[src/rtl/fetch_align_buffer.sv]
`default_nettype none
// ============================================================================
//  Module      : fetch_align_buffer
//  Description : Instruction-fetch front end feeding the compressed-instruction
//                expander. Fetches aligned 32-bit words, queues them as
//                16-bit halfwords and presents one instruction per handshake,
//                always realigned to bit 0 (compressed: {16'h0, hw}; 32-bit:
//                {hw_hi, hw_lo}, including word-straddling cases).
//  Ports       : clk, rst            - clock, synchronous active-high reset
//                imem_req/imem_addr  - word-aligned fetch request
//                imem_rvalid/rdata   - response, one cycle after the request
//                redirect_valid/pc   - flush and restart at a halfword PC
//                inst_valid/ready    - instruction handshake
//                inst_word/pc/is_comp- realigned instruction, its PC, width
//  Revision    : 1.0 - initial release
// ============================================================================
module fetch_align_buffer #(
    parameter logic [31:0] RESET_PC = 32'h0000_0000,
    parameter int          DEPTH_HW = 8
) (
    input  logic        clk,
    input  logic        rst,
    output logic        imem_req,
    output logic [31:0] imem_addr,
    input  logic        imem_rvalid,
    input  logic [31:0] imem_rdata,
    input  logic        redirect_valid,
    input  logic [31:0] redirect_pc,
    output logic        inst_valid,
    input  logic        inst_ready,
    output logic [31:0] inst_word,
    output logic [31:0] inst_pc,
    output logic        inst_is_comp
);

    localparam int PW = $clog2(DEPTH_HW);
    localparam int CW = PW + 1;

    // Halfword storage and its bookkeeping
    logic [15:0]   r_q [DEPTH_HW];
    logic [PW-1:0] r_rd_ptr;
    logic [PW-1:0] r_wr_ptr;
    logic [CW-1:0] r_count;

    logic [31:0]   r_fetch_addr;
    logic [31:0]   r_head_pc;
    logic          r_skip_low;
    logic          r_inflight;
    logic          r_drop;

    logic [CW-1:0] w_free;
    logic [CW-1:0] w_need;
    logic [PW-1:0] w_rd_ptr1;
    logic [PW-1:0] w_wr_ptr1;
    logic [15:0]   w_head;
    logic [15:0]   w_head_hi;
    logic          w_comp;
    logic          w_pop;
    logic          w_push_lo;
    logic          w_push_hi;
    logic [CW-1:0] w_push_n;
    logic [CW-1:0] w_pop_n;

    // A request is only issued when the queue can absorb both its own word
    // and the word of any request still in flight.
    assign w_free    = CW'(DEPTH_HW) - r_count;
    assign w_need    = r_inflight ? CW'(4) : CW'(2);
    assign imem_req  = !rst && !redirect_valid && (w_free >= w_need);
    assign imem_addr = r_fetch_addr;

    assign w_rd_ptr1 = r_rd_ptr + PW'(1);
    assign w_wr_ptr1 = r_wr_ptr + PW'(1);
    assign w_head    = r_q[r_rd_ptr];
    assign w_head_hi = r_q[w_rd_ptr1];
    assign w_comp    = (w_head[1:0] != 2'b11);

    // A 32-bit instruction waits until its upper halfword has been queued.
    assign inst_valid   = !rst && (w_comp ? (r_count != '0) : (r_count >= CW'(2)));
    assign inst_is_comp = w_comp;
    assign inst_word    = w_comp ? {16'h0000, w_head} : {w_head_hi, w_head};
    assign inst_pc      = r_head_pc;

    assign w_pop     = inst_valid && inst_ready && !redirect_valid;
    assign w_pop_n   = w_pop ? (w_comp ? CW'(1) : CW'(2)) : '0;

    // The low halfword is skipped when the fetch started at an odd halfword.
    assign w_push_hi = imem_rvalid && !r_drop;
    assign w_push_lo = imem_rvalid && !r_drop && !r_skip_low;
    assign w_push_n  = CW'(w_push_lo) + CW'(w_push_hi);

    // Queue data needs no reset: occupancy alone decides what is valid.
    always_ff @(posedge clk) begin
        if (!rst && !redirect_valid) begin
            if (w_push_lo) begin
                r_q[r_wr_ptr]  <= imem_rdata[15:0];
                r_q[w_wr_ptr1] <= imem_rdata[31:16];
            end else if (w_push_hi) begin
                r_q[r_wr_ptr]  <= imem_rdata[31:16];
            end
        end
    end

    always_ff @(posedge clk) begin
        if (rst) begin
            r_rd_ptr     <= '0;
            r_wr_ptr     <= '0;
            r_count      <= '0;
            r_inflight   <= 1'b0;
            r_drop       <= 1'b0;
            r_fetch_addr <= {RESET_PC[31:2], 2'b00};
            r_skip_low   <= RESET_PC[1];
            r_head_pc    <= RESET_PC;
        end else begin
            r_inflight <= imem_req;
            if (imem_req) begin
                r_fetch_addr <= r_fetch_addr + 32'd4;
            end

            if (redirect_valid) begin
                r_rd_ptr     <= '0;
                r_wr_ptr     <= '0;
                r_count      <= '0;
                r_fetch_addr <= {redirect_pc[31:2], 2'b00};
                r_skip_low   <= redirect_pc[1];
                r_head_pc    <= redirect_pc;
                // A response to last cycle's request lands in this very cycle
                // and is already discarded by the flush; only a request whose
                // response is still outstanding needs to be dropped later.
                r_drop       <= r_inflight && !imem_rvalid;
            end else begin
                if (imem_rvalid) begin
                    if (r_drop) begin
                        r_drop <= 1'b0;
                    end else if (r_skip_low) begin
                        r_skip_low <= 1'b0;
                    end
                end
                r_wr_ptr <= r_wr_ptr + w_push_n[PW-1:0];
                r_rd_ptr <= r_rd_ptr + w_pop_n[PW-1:0];
                r_count  <= r_count + w_push_n - w_pop_n;
                if (w_pop) begin
                    r_head_pc <= r_head_pc + (w_comp ? 32'd2 : 32'd4);
                end
            end
        end
    end

endmodule
`default_nettype wire

[config.mk]
export PLATFORM = sky130hd
export DESIGN_NAME = fetch_align_buffer
export DESIGN_NICKNAME = d
export VERILOG_FILES = /design/src/rtl/fetch_align_buffer.sv
export SDC_FILE = /design/constraint.sdc
export NUM_CORES = 1
export LEC_CHECK = 0
export ABC_AREA = 1
export ABC_CLOCK_PERIOD_IN_PS = 10270
export BUFFER_PORTS_ARGS = -buffer_cell sky130_fd_sc_hd__buf_2
export CAP_MARGIN = 20
export CORE_AREA = 4 4 196 198
export CTS_CLUSTER_DIAMETER = 30
export DETAILED_ROUTE_END_ITERATION = 10
export DIE_AREA = 0 0 200 202
export REMOVE_ABC_BUFFERS = 1
export SLEW_MARGIN = 15
export SYNTH_ARGS = -nofsm -noshare
export SYNTH_HDL_FRONTEND = slang
export SYNTH_SLANG_ARGS = --single-unit
[constraint.sdc]
create_clock -name clk -period 10.27 [get_ports clk]
set_input_delay 2.054 -clock clk [delete_from_list [all_inputs] [get_ports clk]]
set_output_delay 2.054 -clock clk [all_outputs]
set_load 0.03 [all_outputs]
==> impl_metrics.csv <==
group,metric,value,unit
logic_synthesis,syn_inst,1773,
worst_setup_path,worst-setup-path-type,"flip-flop to output port",
cts,cts_tree,"built",
worst_setup_path,cp_cell_sequence,"clkinv_2 > nand2_1 > nand3_1 > nand2_1 > nand2_1 > nand2_1 > nand2_1 > buf_4 > a311oi_1 > buf_2",
final_layout,final_common_cell,"nand2_1",
worst_setup_path,cp_common_cell,"nand2_1",
timing,finalClockSkew,27.7,ps
floorplan,die_area,0.0404,mm^2
timing,layout_setup_ws,4420,ps
floorplan,fp.dieW,200,um
global_routing,grt.busiest_layer,"met2",
final_layout,final_area,0.0159,mm^2
floorplan,start_util,34.9,%
cts,clkTransAtPathRegs,40,ps
timing,fin_crit_sh,57.0,%
timing,relSlewSlack,28.9,%
global_routing,gr-usage-all-layers,21.3,%
worst_setup_path,crit_path_max_incr_delay,720,ps
timing,fmax,0.171,GHz
floorplan,num_rows,70,
final_layout,drive_above_1_share,15.6,%
logic_synthesis,ys.flop_type,"edfxtp_1",
power,power.leakage,6.72,nW
cts,cts_resized,0,
final_layout,synthToLayoutAreaGrowth,24.7,%
logic_synthesis,ys_seq_area_share,41.9,%
worst_setup_path,r2r-start,"r_rd_ptr[0]",
route,viasPerCell,5.37,
worst_setup_path,critPathCaptureType,"output port",
logic_synthesis,yosysUniqueCellTypes,45,
timing,worst_slew_pin_slew,1070,ps
global_routing,use_met3,4.70,%
cts,cts_buffers,55,
worst_setup_path,worstRegToRegCells,18,
logic_synthesis,ys.warnings.count,0,
place,gp_congestion,0.920,
timing,fin_crit,5850,ps
worst_setup_path,crit_fanout,64,
worst_setup_path,critPathRequiredTime,8220,ps
worst_setup_path,slowest_stage,"clkinv_2",
logic_synthesis,synth_edf_count,128,
worst_setup_path,start_kind,"flip-flop",
route,vias,13000,
logic_synthesis,netlist_area,0.0127,mm^2
worst_setup_path,rr_endpoint,"inst_pc[15]",
cts,cts_hold_buf,0,
cts,cts_sinks,203,
route,wl_per_cell,18.3,um
final_layout,final.fill_count,3678,
place,placed_cell_area,0.0139,mm^2
cts,clkLatencyLatePin,590,ps
place,io_buffers,165,
final_layout,stdcell_count,2422,
route,drt_pass1_iterations,7,
worst_setup_path,rrSetupSlack,5800,ps
global_routing,met2_usage,34.6,%
worst_hold_path,hold_path_class,"flip-flop to flip-flop",
logic_synthesis,synth-seq-cells,203,
cts,h-tree-depth,2,
place,hpwl,30100,um
route,antenna_left,0,
floorplan,num_io_pins,168,
status,outcome,"complete, no violations",
final_layout,fin_nets,2000,
route,wirelength,44400,um
logic_synthesis,synth-async-reset-ratio,0,%
global_routing,grt_first_pass_wirelength,68400,um
logic_synthesis,syn_avg_cell_area,7.19,um^2
flow_run,drv_cap,0,
worst_hold_path,worstHoldPathCells,2,
global_routing,overflow,0,
route,drtIter0Drc,1027,
place,place_ws,4820,ps
power,power,3.01,mW
worst_hold_path,min-delay-start,"r_inflight",
floorplan,core,0.0365,mm^2
global_routing,grt_pass1_vias,12400,
worst_hold_path,holdPathEnd,"r_drop",
power,p_per_area,189,mW/mm^2
power,peakVddDrop,0.000133,V
timing,rsz0062_at_grt,"no",
timing,final_max_slew_viol_count,0,
timing,hold_violations,0,
timing,tns,0,ps
global_routing,use_met1,27.8,%
cts,post_cts_buffers,0,
global_routing,antenna_found_initial,0,
cts,cts_root_buffer,"clkbuf_16",
timing,setup_viol,0,
place,dp_cells,2316,
cts,clockBufferDepth,3,
global_routing,grt_max_degree,79,
final_layout,antenna_cells,0,
worst_setup_path,cp_data_arrival_time,3800,ps
route,drc,0,
final_layout,most-common-layout-cells,"403 x nand2_1, 289 x o21ai_0, 283 x nor2_1, 165 x buf_2, 128 x edfxtp_1",
final_layout,utilization,43.5,%
floorplan,fp.dieH,202,um
timing,holdWs,512,ps
-- power by group --
part / switching, mW / internal, mW / leakage (nW) / total (mW)
clock network: 0.519 / 1.24 / 0.945 / 1.76
registers: 0.0373 / 0.901 / 1.77 / 0.938
logic: 0.215 / 0.0953 / 4.01 / 0.310
total: 0.771 / 2.23 / 6.72 / 3.01
-- cells in the mapped netlist (16+ instances only) --
library cell  instances  share of area (%)
o21ai_1              16               0.63
edfxtp_1            128                 30
xnor2_1              18                1.2
nand3_1              71                2.8
xor2_1               23                1.6
o21ai_0             297                 12
nand2_1             403                 12
nand4_1              19               0.93
nor3_1               24               0.94
a31oi_1              31                1.5
a21oi_1              58                2.3
ha_1                 16                1.6
nor2_1              283                8.3
inv_1               114                3.4
clkbuf_1             83                2.4
dfxtp_1              75                 12
-- cell type report --
class	count	area, um^2	area share, %
multi-input cells	1344	6530	41.1
flip-flops and latches	203	5350	33.6
clock buffers	77	1590	10.0
repair buffers	189	1070	6.74
well taps	468	586	3.68
inverters	117	440	2.77
clock inverters	24	334	2.10
-- cell families (layout without fill, tap and decap cells) --
| logic type | count (synthesis) | after routing | synth area share (%) |
|---|---|---|---|
| xor gates and xnor gates | 41 | 41 | 2.82 |
| AOI/OAI and AO/OA | 460 | 460 | 19.5 |
| other | 1 | 2 | 0.0294 |
| DFF | 203 | 203 | 41.9 |
| buffers and inverters | 227 | 407 | 7.24 |
| and+or+nand+nor | 820 | 820 | 26.1 |
| adders and majority gates | 21 | 21 | 2.36 |
-- worst max-delay path, delay by kind of cell (launching register included) --
kind / cells / cell delay, ps
flops: 1 / 650
simple gates: 6 / 790
buf+inv: 3 / 1320
compound gates: 1 / 420
-- registers in the layout, indices dropped and copies added, names as in the netlist --
name	cells
r_q	128
r_drop	1
r_skip_low	1
inst_pc	32
r_wr_ptr	3
r_inflight	1
r_count	4
imem_addr	30
r_rd_ptr	3
-- worst max-delay path by stage --
stage	from	to	slack [ps]	cells after the start
6_report	r_rd_ptr[0]	inst_word[16]	4420	10
5_1_grt	r_rd_ptr[0]	inst_word[16]	4120	10
4_1_cts	r_rd_ptr[0]	inst_word[16]	4390	10
3_5_place_dp	rst	imem_req	4820	5
3_3_place_gp	rst	imem_req	4880	5
2_1_floorplan	r_rd_ptr[0]	inst_word[16]	2640	8
-- routing by layer --
metal,part of all wire (%),vias up,wire (um)
met3,8.2,104,3650
met4,3.4,0,1520
met2,47,556,20800
met1,41,6045,18400
li1,-,6300,-
met5,0,-,0
(Power assumes the default switching activity.)
